[src/rtl/audio_sfx_scheduler.sv]
// Sample pacer for the codec DAC FIFO: mixes crash and score effect
// tones over the music square wave with crash > score > music priority.
module audio_sfx_scheduler #(
  parameter logic [23:0] AMPL       = 24'h100000,
  parameter logic [15:0] CRASH_HALF = 16'd120,
  parameter logic [15:0] SCORE_HALF = 16'd30,
  parameter logic [15:0] CRASH_LEN  = 16'd24000,
  parameter logic [15:0] SCORE_LEN  = 16'd6000
) (
  input  logic        clk,
  input  logic        reset,
  input  logic        music_level,
  input  logic        music_en,
  input  logic        crash_evt,
  input  logic        score_evt,
  input  logic        write_ready,
  output logic        write,
  output logic [23:0] writedata_left,
  output logic [23:0] writedata_right,
  output logic [1:0]  active_src,
  output logic        busy
);

  typedef enum logic {IDLE, WRITE} state_t;

  localparam logic [1:0] SRC_MUSIC = 2'd0;
  localparam logic [1:0] SRC_SCORE = 2'd1;
  localparam logic [1:0] SRC_CRASH = 2'd2;
  localparam logic [23:0] MUS = AMPL >> 1;

  state_t      state, state_nx;
  logic        load;
  logic [1:0]  src_nx;
  logic [23:0] data_nx, data_q;

  logic        crash_act, crash_pol;
  logic [15:0] crash_ph, crash_cnt;
  logic        score_act, score_pol, score_pend;
  logic [15:0] score_ph, score_cnt;

  logic crash_adv, score_adv;
  logic score_start, score_conv;

  always_ff @(posedge clk or posedge reset) begin
    if (reset) state <= IDLE;
    else       state <= state_nx;
  end

  always_comb begin
    state_nx = state;
    load     = 1'b0;
    unique case (state)
      IDLE: if (write_ready) begin
        state_nx = WRITE;
        load     = 1'b1;
      end
      WRITE: state_nx = IDLE;
    endcase
  end

  // A pending score is about to restart, so its first sample is positive
  always_comb begin
    src_nx  = SRC_MUSIC;
    data_nx = 24'd0;
    if (crash_act) begin
      src_nx  = SRC_CRASH;
      data_nx = crash_pol ? -AMPL : AMPL;
    end else if (score_act || score_pend) begin
      src_nx  = SRC_SCORE;
      data_nx = (score_pol && !score_pend) ? -AMPL : AMPL;
    end else if (music_en) begin
      data_nx = music_level ? MUS : -MUS;
    end
  end

  always_ff @(posedge clk or posedge reset) begin
    if (reset) begin
      data_q     <= 24'd0;
      active_src <= SRC_MUSIC;
    end else if (load) begin
      data_q     <= data_nx;
      active_src <= src_nx;
    end
  end

  assign write           = (state == WRITE);
  assign writedata_left  = data_q;
  assign writedata_right = data_q;
  assign busy            = crash_act | score_act | score_pend;

  assign crash_adv = write & (active_src == SRC_CRASH) & crash_act;
  assign score_adv = write & (active_src == SRC_SCORE) & score_act;

  always_ff @(posedge clk or posedge reset) begin
    if (reset) begin
      crash_act <= 1'b0;
      crash_pol <= 1'b0;
      crash_ph  <= 16'd0;
      crash_cnt <= 16'd0;
    end else if (crash_evt) begin
      crash_act <= 1'b1;
      crash_pol <= 1'b0;
      crash_ph  <= 16'd0;
      crash_cnt <= 16'd0;
    end else if (crash_adv) begin
      if (crash_cnt == CRASH_LEN - 16'd1) begin
        crash_act <= 1'b0;
        crash_pol <= 1'b0;
        crash_ph  <= 16'd0;
        crash_cnt <= 16'd0;
      end else begin
        crash_cnt <= crash_cnt + 16'd1;
        if (crash_ph == CRASH_HALF - 16'd1) begin
          crash_ph  <= 16'd0;
          crash_pol <= ~crash_pol;
        end else begin
          crash_ph <= crash_ph + 16'd1;
        end
      end
    end
  end

  assign score_start = score_evt & ~crash_act & ~crash_evt;
  assign score_conv  = score_pend & ~crash_act & ~crash_evt;

  // An interrupted score keeps its counters; only a new request resets them
  always_ff @(posedge clk or posedge reset) begin
    if (reset) begin
      score_act  <= 1'b0;
      score_pol  <= 1'b0;
      score_pend <= 1'b0;
      score_ph   <= 16'd0;
      score_cnt  <= 16'd0;
    end else if (score_start || score_conv) begin
      score_act  <= 1'b1;
      score_pol  <= 1'b0;
      score_pend <= 1'b0;
      score_ph   <= 16'd0;
      score_cnt  <= 16'd0;
    end else begin
      if (score_evt) score_pend <= 1'b1;
      if (score_adv) begin
        if (score_cnt == SCORE_LEN - 16'd1) begin
          score_act <= 1'b0;
          score_pol <= 1'b0;
          score_ph  <= 16'd0;
          score_cnt <= 16'd0;
        end else begin
          score_cnt <= score_cnt + 16'd1;
          if (score_ph == SCORE_HALF - 16'd1) begin
            score_ph  <= 16'd0;
            score_pol <= ~score_pol;
          end else begin
            score_ph <= score_ph + 16'd1;
          end
        end
      end
    end
  end

endmodule

[config.mk]
export PLATFORM = sky130hd
export DESIGN_NAME = audio_sfx_scheduler
export DESIGN_NICKNAME = d
export VERILOG_FILES = /design/src/rtl/audio_sfx_scheduler.sv
export SDC_FILE = /design/constraint.sdc
export NUM_CORES = 1
export LEC_CHECK = 0
export CAP_MARGIN = 20
export CORE_ASPECT_RATIO = 0.9
export CORE_MARGIN = 2
export CORE_UTILIZATION = 51
export CTS_CLUSTER_SIZE = 14
export DETAILED_ROUTE_END_ITERATION = 6
export PLACE_DENSITY = 0.8
export SLEW_MARGIN = 20
export SYNTH_ARGS = -nofsm -noshare
export SYNTH_HDL_FRONTEND = slang
export SYNTH_SLANG_ARGS = --single-unit
[constraint.sdc]
create_clock -name clk -period 2.7 [get_ports clk]
set_input_delay 0.81 -clock clk [delete_from_list [all_inputs] [get_ports clk]]
set_output_delay 0.81 -clock clk [all_outputs]
set_load 0.005 [all_outputs]
==> metrics.md, run 1 <==
| Metric | Value |
|---|---|
| Status | `finished clean` |
| Area grow syn2layout | `8.38%` |
| Worst flop-to-flop path startpoint | `crash_ph[0]` |
| Top cell type's share of synthesized area | `40.5%` |
| CTS resizes | `0` |
| Most frequent cells in the layout | `dfrtp_1 (75), nand2_1 (53), conb_1 (38)` |
| Register area share after synthesis | `40.5%` |
| Crit path to | `busy` |
| CP Buf/Inv Count | `1` |
| Bufs on Longest Clock Path | `2` |
| Die area | `0.00986 mm²` |
| Min cycle time layout | `approximately 2500 ps` |
| CP required | `1890 ps` |
| Via density | `6.14` |
| #FFs+latches synth | `75` |
| Cts hold-fix bufs | `0` |
| Drt pass-1 iters | `4` |
| Setup CP Type | `register to output pin` |
| Largest net degree at the start of global routing | `76` |
| Slew Limit Fails | `0` |
| Initial core utilization | `53.3%` |
| Final nets | `547` |
| Relative slew slack | `42.2%` |
| Mapped Area | `0.00463 mm²` |
| Yosys top cell by area | `dfrtp_1` |
| First DRT Iteration DRCs | `a little over 300` |
| Via Count | `4046` |
| Antenna-violating nets left | `0` |
| Post-synth ARST share | `100%` |
| Fraction of layout cells with a size suffix above 1 | `7.96%` |
| Overall routing resource usage | `22.3%` |
| Dpl hpwl | `7240 µm` |
| Worst slew pin tran | `867 ps` |
| GPL Wtd Cong | `0.873` |
| DRC viols | `0` |
| Synth Area per Inst | `8.89 µm²` |
| ANT cells | `0` |
| Crit path capture type | `output pin` |
| Leak pwr | `2.07 nW` |
| Final number of hold-violating endpoints | `0` |
| I/O pins | `59` |
| Cell variety after synth | `57` |
| WHS | `505 ps` |
| Levels on crit path | `2` |
| Power Density | `530 mW/mm²` |
| RSZ-0062 raised after global routing | `no` |
| Max stage delay on crit path | `480 ps` |
| Hold Crit Class | `register to register` |
| IO buf count | `20` |
| XOR/XNOR Fraction of Synth Area | `0.946%` |
| Critical-path top delay cell | `dfrtp_1` |
| Largest family of logic cells by synthesized area | `simple AND/OR/NAND/NOR gates` |
| Global-route wire length before repair | `18100 µm` |
| CP Launch Type | `register` |
| Worst vdd ir | `between 300 and 400 µV` |
| Max-cap violation count | `0` |
| Vias in the first global route | `3819` |
| Setup Skew | `11.7 ps` |
| Core footprint | `between 0.008 and 0.009 mm²` |
| CTS Buf Count | `9` |
| Post-synthesis cell count | `521` |
| Worst path top cell family by delay | `flip-flops` |
| Crit path launch | `crash_act` |
| Synth area leaders | `dfrtp_1 (41%), buf_4 (7.9%), nand2_1 (4.3%)` |
| Post-CTS Setup Inserts | `0` |
| Fin area | `between 0.005 and 0.006 mm²` |
| EDFF count, synth | `0` |
| Final period util | `92.4%` |
| Row count | `32` |
| CP max FO | `10` |
| CTS clock-pin slew for the worst setup and hold paths | `80 ps` |
| CTS tree | `yes` |
| Critical path arrival | `1680 ps` |
| GR Overflow Total | `0` |
| Setup violators final | `0` |
| Width of the die | `104 µm` |
| Simple-gate share of the synthesized area | `26.9%` |
| Antenna violations before repair | `0` |
| Most common cell after layout, fill and taps aside | `dfrtp_1` |
| Final TNS setup | `0 ps` |
| Crit path cell chain | `or3_1 -> clkdlybuf4s50_1` |
| Reg2Reg Setup Slack | `460 ps` |
| DIE HEIGHT | `94.4 µm` |
| YS warnings | `0` |
| R2R cell count | `5` |
| Clock latency on the worst-skew pair | `~350 ps` |
| Placed instance area | `between 0.004 and 0.005 mm²` |
| Mux contribution to synthesized area | `~1.3%` |
| Total Routed Length | `10400 µm` |
| Capture point of the worst reg-to-reg path | `crash_pol` |
| Pwr Total | `2.66 mW` |
| Post-synthesis compound-gate area fraction | `17.5%` |
| Root buf cell | `clkbuf_8` |
| Post-synth top flop | `dfrtp_1` |
| Post-layout util | `between 50% and 60%` |
| Avg WL per Cell | `about 16 µm` |
| Fmax | `0.401 GHz` |
| Adder-cell share of the synthesized area | `1.35%` |
| CTS Sinks | `75` |
| H-tree levels | `3` |
cell type report:
| class | instances | area, µm² |
|---|---|---|
| clock inverters | 6 | 87.6 |
| repair buffers | 36 | 345 |
| multi-input cells | 397 | 2370 |
| flip-flops and latches | 75 | 1880 |
| clock buffers | 10 | 128 |
| well taps | 119 | 149 |
| inverters | 16 | 63.8 |
| fillers | 773 | 3670 |
synth_stat cells, drive strengths merged, types with 2 or more instances:
library cell / instances
dfrtp: 75
buf: 60
nand2: 53
a21oi: 33
nand3: 33
nand4: 25
a31oi: 22
o21ai: 22
nor2: 18
inv: 15
or3: 15
and4: 13
nor4: 11
clkbuf: 10
o31ai: 10
and3: 8
nor3: 8
or4: 8
o211ai: 7
o22ai: 7
ha: 5
mux2i: 5
nand2b: 5
xor2: 5
a41oi: 4
o2111ai: 4
and2: 3
nand4b: 3
nor4b: 3
o41ai: 3
or4b: 3
a31o: 2
a32o: 2
and4b: 2
nand3b: 2
nor4bb: 2
o311ai: 2
or2: 2
where the power goes:
group | leakage [nW] | switching, mW | total [mW] | internal (mW)
registers | 0.973 | 0.111 | 1.31 | 1.20
clock network | 0.111 | 0.430 | 0.953 | 0.523
logic | 0.986 | 0.245 | 0.400 | 0.155
total | 2.07 | 0.787 | 2.66 | 1.87
worst reg2reg max path: cells and delay by family, from the launching register on:
kind | cells | cell delay (ps)
flip-flops | 1 | 410
adder cells (fa/ha/maj) | 1 | 220
AND/OR/NAND/NOR | 2 | 540
AO/OA/AOI/OAI | 2 | 930
through the flow:
step / instances / setup WS [ps]
2_1_floorplan: 558 / 783
3_3_place_gp: 643 / 80.0
3_5_place_dp: 643 / 16.5
4_1_cts: 659 / 188
5_1_grt: 659 / 146
6_report: 659 / 206
layer usage:
metal / up-vias / track usage (%) / wire [µm]
li1: 1926 / - / -
met5: - / 0 / 0
met1: 1942 / 29.2 / 4460
met3: 23 / 4.90 / 656
met4: 0 / 6.31 / 145
met2: 155 / 37.5 / 5130
how the worst min path moves through the flow:
stage	to	cells past startpoint	startpoint	slack (ps)
6_report	crash_cnt[12]	1	crash_cnt[12]	500
5_1_grt	crash_cnt[12]	1	crash_cnt[12]	520
4_1_cts	crash_cnt[12]	1	crash_cnt[12]	500
3_5_place_dp	crash_cnt[12]	1	crash_cnt[12]	490
3_3_place_gp	crash_cnt[12]	1	crash_cnt[12]	470
2_1_floorplan	crash_cnt[12]	1	crash_cnt[12]	440
registers in the layout, summed over array words and instances (netlist names):
register,count
crash_ph,16
score_act,1
write,1
writedata_left,3
score_ph,16
score_pol,1
crash_cnt,16
active_src,2
crash_pol,1
score_cnt,16
crash_act,1
score_pend,1
kinds of logic (layout without fill, tap and decap cells):
group | after synthesis | count (layout)
DFF | 75 | 75
muxes | 6 | 6
and+or+nand+nor | 219 | 219
AOI/OAI and AO/OA | 124 | 124
adders and majority gates | 5 | 5
buffers and inverters | 86 | 68
xor gates and xnor gates | 5 | 5
other | 1 | 38
Power figures use the tool's default switching activity.
==> inputs of run 2 (changes only) <==
--- a/config.mk
+++ b/config.mk
@@ -8,10 +8,10 @@
 export CAP_MARGIN = 20
 export CORE_ASPECT_RATIO = 0.9
 export CORE_MARGIN = 2
-export CORE_UTILIZATION = 51
+export CORE_UTILIZATION = 56
 export CTS_CLUSTER_SIZE = 14
 export DETAILED_ROUTE_END_ITERATION = 6
-export PLACE_DENSITY = 0.8
+export PLACE_DENSITY = 0.84
 export SLEW_MARGIN = 20
 export SYNTH_ARGS = -nofsm -noshare
 export SYNTH_HDL_FRONTEND = slang
==> constraint.sdc (replaced) <==
create_clock -name clk -period 2.4 [get_ports clk]
set_input_delay 0.72 -clock clk [delete_from_list [all_inputs] [get_ports clk]]
set_output_delay 0.72 -clock clk [all_outputs]
set_load 0.005 [all_outputs]
==> run 2 against run 1 <==
- first-iteration DRC count decreased by 31%
- critical path depth unchanged
- clock skew about the same
- count of clock-buffer cells in the layout increased by 2
- power increased by 9.5%
- die area decreased by 8.6%
- core utilization increased by 5.5 points
- setup slack got worse by 150 ps
- critical path type unchanged
- highest routed layer unchanged
==> metrics.md, run 2 (synthesis gave the netlist of run 1 again) <==
| Metric | Value |
|---|---|
| Max-cap violation count | `0 (unchanged)` |
| Pre-CTS setup slack | `-2.48 ps (-19.0 ps)` |
| GPL Wtd Cong | `0.917 (+5.1%)` |
| Final nets | `558 (+2.0%)` |
| I/O pins | `59 (unchanged)` |
| Antenna-violating nets left | `0 (unchanged)` |
| Drt pass-1 iters | `4 (unchanged)` |
| Area grow syn2layout | `9.68%` |
| Total Routed Length | `10600 µm (+1.5%)` |
| Worst hold path stage count | `1 (unchanged)` |
| Max stage delay on crit path | `450 ps (-30 ps)` |
| Avg WL per Cell | `16.2 µm (+2.9%)` |
| Setup CP Type | `register to output pin` |
| Worst Min Path Start | `crash_cnt[12]` |
| Worst vdd ir | `433 µV (+25%)` |
| CTS tree | `yes` |
| Bufs on Longest Clock Path | `2 (unchanged)` |
| Crit path cell chain | `or3_4 -> clkdlybuf4s50_1` |
| Most common cell after layout, fill and taps aside | `dfrtp_1` |
| Final period util | `97.8%` |
| CTS Sinks | `75 (unchanged)` |
| Placed instance area | `0.00487 mm² (+1.4%)` |
| Global-route wire length before repair | `18300 µm (+1.5%)` |
| GR Overflow Total | `0 (unchanged)` |
| WHS Endpoint | `crash_cnt[12]` |
| Setup Skew | `11.6 ps (-0.0871 ps)` |
| RSZ-0062 raised after global routing | `no` |
| Leak pwr | `2.11 nW (+2.0%)` |
| Final worst slack | `52.5 ps (-153 ps)` |
| Dpl hpwl | `7170 µm (-0.92%)` |
| Fraction of layout cells with a size suffix above 1 | `9.80% (+1.8 points)` |
| Hold Crit Class | `register to register` |
| CP Buf/Inv Count | `1 (unchanged)` |
| Power Density | `573 mW/mm² (+8.2%)` |
| CP Launch Type | `register` |
| CTS clock-pin slew for the worst setup and hold paths | `80 ps (about the same)` |
| CTS Buf Count | `9 (unchanged)` |
| Overall routing resource usage | `24.6% (+2.3 points)` |
| Final TNS setup | `0 ps (unchanged)` |
| Fin area | `0.00508 mm² (+1.2%)` |
| Worst path top cell family by delay | `buffers and inverters` |
| Row count | `31 (-3.1%)` |
| Largest net degree at the start of global routing | `44 (-42%)` |
| CP max FO | `5 (-5)` |
| DRC viols | `0 (unchanged)` |
| R2R cell count | `6 (+1)` |
| Via Count | `4159 (+2.8%)` |
| Slew Limit Fails | `0 (unchanged)` |
| Critical-path top delay cell | `clkdlybuf4s50_1` |
| Initial core utilization | `57.7% (+4.4 points)` |
| Status | `finished clean` |
| Reg2Reg Setup Slack | `220 ps (-240 ps)` |
| Pwr Total | `2.91 mW (+9.5%)` |
| Crit path capture type | `output pin` |
| CP required | `1680 ps (-210 ps)` |
| Worst flop-to-flop path startpoint | `score_ph[1]` |
| Root buf cell | `clkbuf_8` |
| DIE HEIGHT | `90.3 µm (-4.4%)` |
| H-tree levels | `3 (unchanged)` |
| IO buf count | `20 (unchanged)` |
| ANT cells | `0 (unchanged)` |
| Vias in the first global route | `3919 (+2.6%)` |
| Final number of hold-violating endpoints | `0 (unchanged)` |
| Capture point of the worst reg-to-reg path | `score_ph[15]` |
| Fmax | `0.426 GHz` |
| Cts hold-fix bufs | `0 (unchanged)` |
| Setup violators final | `0 (unchanged)` |
| Most frequent cells in the layout | `dfrtp_1 (74), nand2_1 (53), conb_1 (38)` |
| Worst slew pin tran | `643 ps (-224 ps)` |
| Clock latency on the worst-skew pair | `360 ps (about the same)` |
| First DRT Iteration DRCs | `214 (-31%)` |
| Antenna violations before repair | `0 (unchanged)` |
| Critical path arrival | `1630 ps (-50 ps)` |
| Min cycle time layout | `2350 ps` |
| Via density | `6.40 (+4.2%)` |
| Filler cells | `647 (-16%)` |
| Relative slew slack | `56.9% (+15 points)` |
| Die area | `0.00901 mm² (-8.6%)` |
| Width of the die | `99.8 µm (-4.4%)` |
| Core footprint | `0.00803 mm² (-7.6%)` |
## run 2: timing repair
item / 4_1_cts / 5_1_grt
endpoints found under the setup margin: 0 / 1
buffers inserted: 0 / 2
resized for setup: 0 / 2
## run 2: area by class of cell
class	count	area (µm²)	share of cell area [%]
multi-input combinational	397	2370	46.7
inverter	16	63.8	1.26
sequential	75	1880	37.0
clock inverter	4	51.3	1.01
tap	99	124	2.44
clock buffer	12	135	2.66
timing repair buffer	47	453	8.92
## run 2: worst max-delay path by stage
stage	start	end	cells after the start
after floorplan	score_evt	score_ph[5]	5
after global placement	crash_evt	score_ph[15]	6
after detailed placement	crash_evt	score_ph[15]	6
after CTS	score_act	busy	2
after global routing	score_ph[0]	score_ph[10]	5
final	score_act	busy	2
## run 2: per-layer routing
layer	routed length, µm	GRT usage, %	vias up
li1	-	-	1948
met1	4540	33.0	2042
met2	5190	39.3	147
met3	626	5.11	22
met4	196	9.25	0
met5	0	0	-
## run 2: where the power goes
group | internal (mW) | switching (mW)
logic | 0.191 | 0.286
registers | 1.34 | 0.123
clock network | 0.482 | 0.485
total | 2.02 | 0.894
## run 2: worst register-to-register path, stage by stage (launching register included)
cell and delay, ps:
dfrtp_1 450, inv_1 80, ha_1 140, nor4b_1 350, nand4_1 330, a31oi_1 600
a21oi_1 90
## run 2: through the flow
stage	instances	hold slack (ps)	utilization, %
finish	650	498	63.2
global route	650	530	63.2
CTS	648	495	63.0
detailed placement	632	485	60.7
global placement	632	491	60.7
floorplan	558	443	-
==> inputs of run 3 (changes only) <==
==> constraint.sdc (replaced) <==
create_clock -name clk -period 2.4 [get_ports clk]
set_input_delay 0.48 -clock clk [delete_from_list [all_inputs] [get_ports clk]]
set_output_delay 0.48 -clock clk [all_outputs]
set_load 0.005 [all_outputs]
==> run 3 against run 2 <==
- setup slack improved by 150 ps
- hold slack got worse by 120 ps
- core utilization decreased by 1.2 points
- combinational power decreased by 4%
- critical endpoint is now score_ph[15]
- first-iteration DRC count increased by 30%
- power decreased by 2.9%
- largest cell class unchanged
- maximum frequency increased by 7.0%
- clock skew decreased by 1.5 ps
- clock power decreased by 7.2%
- critical path depth increased by 4
- wire length decreased by 3.5%
- highest routed layer unchanged
- count of clock-buffer cells in the layout unchanged
==> metrics.md, run 3 (synthesis gave the netlist of run 1 again) <==
| Metric | Value |
|---|---|
| CP Launch Type | `register` |
| Drt pass-1 iters | `5 (+1)` |
| CTS tree | `yes` |
| CP required | `2600 ps (+920 ps)` |
| Max stage delay on crit path | `610 ps (+160 ps)` |
| Largest net degree at the start of global routing | `27 (-39%)` |
| ANT cells | `0 (unchanged)` |
| IO buf count | `20 (unchanged)` |
| Vias in the first global route | `3708 (-5.4%)` |
| Cts hold-fix bufs | `0 (unchanged)` |
| Via density | `6.33 (-1.0%)` |
| Crit path launch | `score_ph[1]` |
| Most common cell after layout, fill and taps aside | `dfrtp_1` |
| Global-route wire length before repair | `17100 µm (-6.4%)` |
| Fmax | `0.456 GHz (+7.0%)` |
| DRC viols | `0 (unchanged)` |
| Status | `finished clean` |
| Die area | `0.00901 mm² (unchanged)` |
| Final period util | `91.4% (-6.4 points)` |
| Slew Limit Fails | `0 (unchanged)` |
| Pre-CTS setup slack | `107 ps (+110 ps)` |
| Antenna-violating nets left | `0 (unchanged)` |
| Sw Pwr | `0.892 mW (-0.24%)` |
| Worst path top cell family by delay | `compound AO/OA/AOI/OAI gates` |
| Worst flop-to-flop path startpoint | `score_ph[1]` |
| Pwr Total | `2.83 mW (-2.9%)` |
| Min cycle time layout | `2190 ps (-153 ps)` |
| Dpl hpwl | `7280 µm (+1.5%)` |
| Final TNS setup | `0 ps (unchanged)` |
| Fin area | `0.00498 mm² (-2.0%)` |
| Post-CTS Setup Inserts | `0 (unchanged)` |
| Most frequent cells in the layout | `dfrtp_1 (75), nand2_1 (53), conb_1 (38)` |
| Overall routing resource usage | `22.9% (-1.7 points)` |
| Row count | `31 (unchanged)` |
| Logic pwr share | `16.2% (-0.2 points)` |
| Avg WL per Cell | `15.8 µm (-2.6%)` |
| Met1 GRT Util | `31.3% (-1.7 points)` |
| Met2 Usage GRT | `36.9% (-2.4 points)` |
| H-tree levels | `3 (unchanged)` |
| First DRT Iteration DRCs | `279 (+30%)` |
| Final number of hold-violating endpoints | `0 (unchanged)` |
| CP max FO | `7 (+2)` |
| Sw Ratio | `31.5% (+0.85 points)` |
| Critical-path top delay cell | `a31oi_1` |
| CTS clock-pin slew for the worst setup and hold paths | `80 ps (about the same)` |
| Worst slew pin tran | `660 ps (+17.3 ps)` |
| Inst Count DP | `628 (-0.63%)` |
| Crit path capture type | `register` |
| Critical path arrival | `2390 ps (+760 ps)` |
| Total Routed Length | `10200 µm (-3.5%)` |
| I/O pins | `59 (unchanged)` |
| Via Count | `4079 (-1.9%)` |
| Leak pwr | `2.07 nW (-2.1%)` |
| Setup CP Type | `register to register` |
| Seq pwr share | `52.0% (+1.6 points)` |
| GR Layer Usage met3 | `4.80% (-0.31 points)` |
| Final worst slack | `206 ps (+153 ps)` |
| Bufs on Longest Clock Path | `2 (unchanged)` |
| CTS Sinks | `75 (unchanged)` |
| CTS resizes | `0 (unchanged)` |
| GR Overflow Total | `0 (unchanged)` |
| Post-layout util | `62.0% (-1.2 points)` |
| Area grow syn2layout | `7.51%` |
| Hold Crit Class | `primary input to async pin` |
| Placed instance area | `0.00480 mm² (-1.5%)` |
| Width of the die | `99.8 µm (unchanged)` |
| Clock latency on the worst-skew pair | `360 ps (about the same)` |
| Global routing's busiest layer | `met2` |
| DIE HEIGHT | `90.3 µm (unchanged)` |
| Relative slew slack | `55.8% (-1.2 points)` |
| Internal power | `1.93 mW (-4.1%)` |
| Crit path cell chain | `inv_1 -> ha_1 -> nor4b_1 -> nand4_1 -> a31oi_1 -> a21oi_1` |
| Setup Skew | `10.1 ps (-1.52 ps)` |
| Antenna violations before repair | `0 (unchanged)` |
| Core footprint | `0.00803 mm² (unchanged)` |
| CTS Buf Count | `9 (unchanged)` |
| Worst vdd ir | `436 µV (+0.55%)` |
| RSZ-0062 raised after global routing | `no` |
| Final nets | `552 (-1.1%)` |
| WHS | `377 ps (-121 ps)` |
| Fraction of layout cells with a size suffix above 1 | `8.62% (-1.2 points)` |
| Clk network pwr share | `31.8% (-1.4 points)` |
| Initial core utilization | `57.7% (unchanged)` |
| Setup violators final | `0 (unchanged)` |
| GPL Wtd Cong | `0.901 (-1.8%)` |
| Final Non-Filler Cells | `644 (-0.92%)` |
| Power Density | `568 mW/mm² (-0.97%)` |
| Root buf cell | `clkbuf_8` |
| Max-cap violation count | `0 (unchanged)` |
| CP Buf/Inv Count | `1 (unchanged)` |
-- run 3: changes by cell type in the layout (fill, tap and decap cells not counted), sizes merged --
cell	delta
bufinv	-1
buf	-6
clkinvlp	-1
inv	+2
-- run 3: routing by layer --
| layer | part of all wire [%] | vias up |
|---|---|---|
| met5 | 0 | - |
| met1 | 44 | 1977 |
| met2 | 49 | 150 |
| met3 | 5.5 | 18 |
| met4 | 1.1 | 0 |
| li1 | - | 1934 |
-- run 3: power groups by stage --
stage,combinational [mW],clock [mW],sequential (mW)
after floorplan,0.388,0,1.45
after CTS,0.453,0.914,1.47
final,0.458,0.897,1.47
after global routing,0.520,0.959,1.49
after global placement,0.430,0,1.48
after detailed placement,0.450,0,1.49
-- run 3: path summary, 6_finish.rpt --
path	cells past startpoint	slack, ps	endpoint
max	6	210	score_ph[15]
min	2	380	score_ph[11]
max reg2reg	6	210	score_ph[15]
min reg2reg	1	490	crash_cnt[12]
max in group asynchronous	3	1410	writedata_left[19]
min in group clk	1	490	crash_cnt[12]
-- run 3: final cells by class --
cell class / count / area, µm²
inverter: 16 / 60.1
tap: 99 / 124
fill: 664 / 3050
clock buffer: 12 / 145
sequential: 75 / 1880
timing repair buffer: 41 / 370
multi-input combinational: 397 / 2370
clock inverter: 4 / 33.8
==> edit: new RTL, settings of run 2 <==
Make the reset (`reset`) synchronous in 4 clocked blocks.
--- a/src/rtl/audio_sfx_scheduler.sv
+++ b/src/rtl/audio_sfx_scheduler.sv
@@ -42,5 +42,5 @@
   logic score_start, score_conv;
 
-  always_ff @(posedge clk or posedge reset) begin
+  always_ff @(posedge clk) begin
     if (reset) state <= IDLE;
     else       state <= state_nx;
@@ -74,5 +74,5 @@
   end
 
-  always_ff @(posedge clk or posedge reset) begin
+  always_ff @(posedge clk) begin
     if (reset) begin
       data_q     <= 24'd0;
@@ -92,5 +92,5 @@
   assign score_adv = write & (active_src == SRC_SCORE) & score_act;
 
-  always_ff @(posedge clk or posedge reset) begin
+  always_ff @(posedge clk) begin
     if (reset) begin
       crash_act <= 1'b0;
@@ -125,5 +125,5 @@
 
   // An interrupted score keeps its counters; only a new request resets them
-  always_ff @(posedge clk or posedge reset) begin
+  always_ff @(posedge clk) begin
     if (reset) begin
       score_act  <= 1'b0;
Formal check against the unedited RTL: differs if reset is asserted again (counterexample within 4 cycles, from zero or initial values and one cycle with reset high); with reset held inactive, the same outputs for 10 cycles.
==> edit against run 2 <==
- die area is 17% lower
- via count is 33% lower
- maximum frequency is 1.7% higher
- wire length is 38% lower
- design area is 19% lower
- first-iteration DRC count is 48% lower
- area after synthesis is 18% lower
- non-clock buffer count is 24 lower
- setup slack better by 0.040 ns
- sequential cell count stayed put
Power is not compared: it rests on default switching activity, and its combinational part moved more than twofold at a synthesized area within 25%.
==> edit: results (changes against run 2) <==
The flow ran to the end, and the final reports show no timing, DRC or antenna violations. The met2 global-route usage was 0.329 (-0.0639); the post-detailed-placement half-perimeter wirelength was 4.66 mm (-35%). The largest driver fanout on the critical path is 11 (+6), and the worst clock skew is 0.0106 ns (-0.00106 ns). The post-synthesis async set-or-reset flop share was 0 (-1.00).

The tools report the number of unique standard cell types used by synthesis as 45 (-21%). The cell count after placement was 532 (-16%). Via total after detailed routing: 2778 (-33%).

The global-route usage over all layers was 0.182 (-0.0638); the gate count of the mapped netlist was 436 (-16%). The logs give 0.793 (-13%) for the final weighted congestion in routability-driven placement and 465 (-17%) for the net count of the finished layout. The first-pass GRT wire length came out at 11.1 mm (-39%). For the final-layout fill cell count, the log shows 576 (-11%). The commonest cells after synthesis are dfxtp_1, nor2_1, buf_4, nand2_1, xor2_1. The detailed-route wire length per cell works out to 11.9 um (-27%).

The logs give 3.04 mm (-33%) for the wire length on met1 and 0.395 (-0.0100) for the fraction of the yosys area taken by sequential cells. The met3 global-route usage was 0.0608 (+0.00971); the global routing usage on met1 was 0.211 (-0.119). The data arrival time at the worst-slack endpoint came out at 1.59 ns (-0.04 ns). In the post-synthesis netlist, the biggest area contributors are dfxtp_1, buf_4, xor2_1. The ratio of cells with drive above 1 in the final layout was 0.0742 (-0.0238); the maximum number of pins on one net before global-route repair was 17 (-61%).

The logs give 334 um (-47%) for the met3 wire length and 2585 (-34%) for the via count of the first global-routing pass. The total length of routed met2 wires was 3.07 mm (-41%); the post-placement setup slack was -0.00652 ns (-0.00404 ns). The worst slew margin relative to its limit is 0.563 (-0.00637), and the routed via count divided by cell count is 5.07 (-21%).
edit: cell count changes in the layout (fill, tap and decap cells not counted), moves of 16 or more:
cell,change
xnor2_1,+24
nor2_1,+58
dfxtp_1,+75
a21oi_1,-21
o21ai_0,-18
xor2_1,+30
dfrtp_1,-74
a31oi_1,-22
buf_4,-20
nand3_1,-16
edit: cells by family after synthesis:
group / after synthesis / synth area share
AO/OA/AOI/OAI: 20 / 0.0333
XOR/XNOR: 59 / 0.136
adder cells (fa/ha/maj): 5 / 0.0165
buffers and inverters: 61 / 0.113
flip-flops: 75 / 0.395
other: 1 / 0.000988
AND/OR/NAND/NOR: 215 / 0.305
edit: per-stage QoR:
stage | hold slack, ns | TNS [ns] | util | instance area (um^2)
after CTS | 0.477 | 0 | 0.622 | 4100
final | 0.475 | 0 | 0.622 | 4100
after floorplan | 0.448 | 0 | - | 3940
after detailed placement | 0.467 | -0.00652 | 0.587 | 3870
after global placement | 0.457 | 0 | 0.587 | 3870
after global routing | 0.501 | 0 | 0.622 | 4100
edit: worst max-delay path: stages (launching register included):
cell and delay, ns:
dfxtp_1 0.42, or3_1 0.37, clkdlybuf4s50_1 0.45
edit: path summary, 6_finish.rpt:
kind	start	to	slack, ns	cells after the start
worst max-delay path	crash_act	busy	0.09	2
worst min-delay path	writedata_left[19]	writedata_left[19]	0.48	2
worst max register to register	crash_cnt[0]	crash_cnt[10]	0.32	6
worst min register to register	writedata_left[19]	writedata_left[19]	0.48	2
edit: layout make-up:
| type | count | share of cell area |
|---|---|---|
| multi-input combinational | 337 | 0.490 |
| sequential | 75 | 0.367 |
| timing repair buffer | 23 | 0.0544 |
| clock buffer | 12 | 0.0379 |
| tap | 90 | 0.0275 |
| clock inverter | 4 | 0.0177 |
| inverter | 7 | 0.00641 |
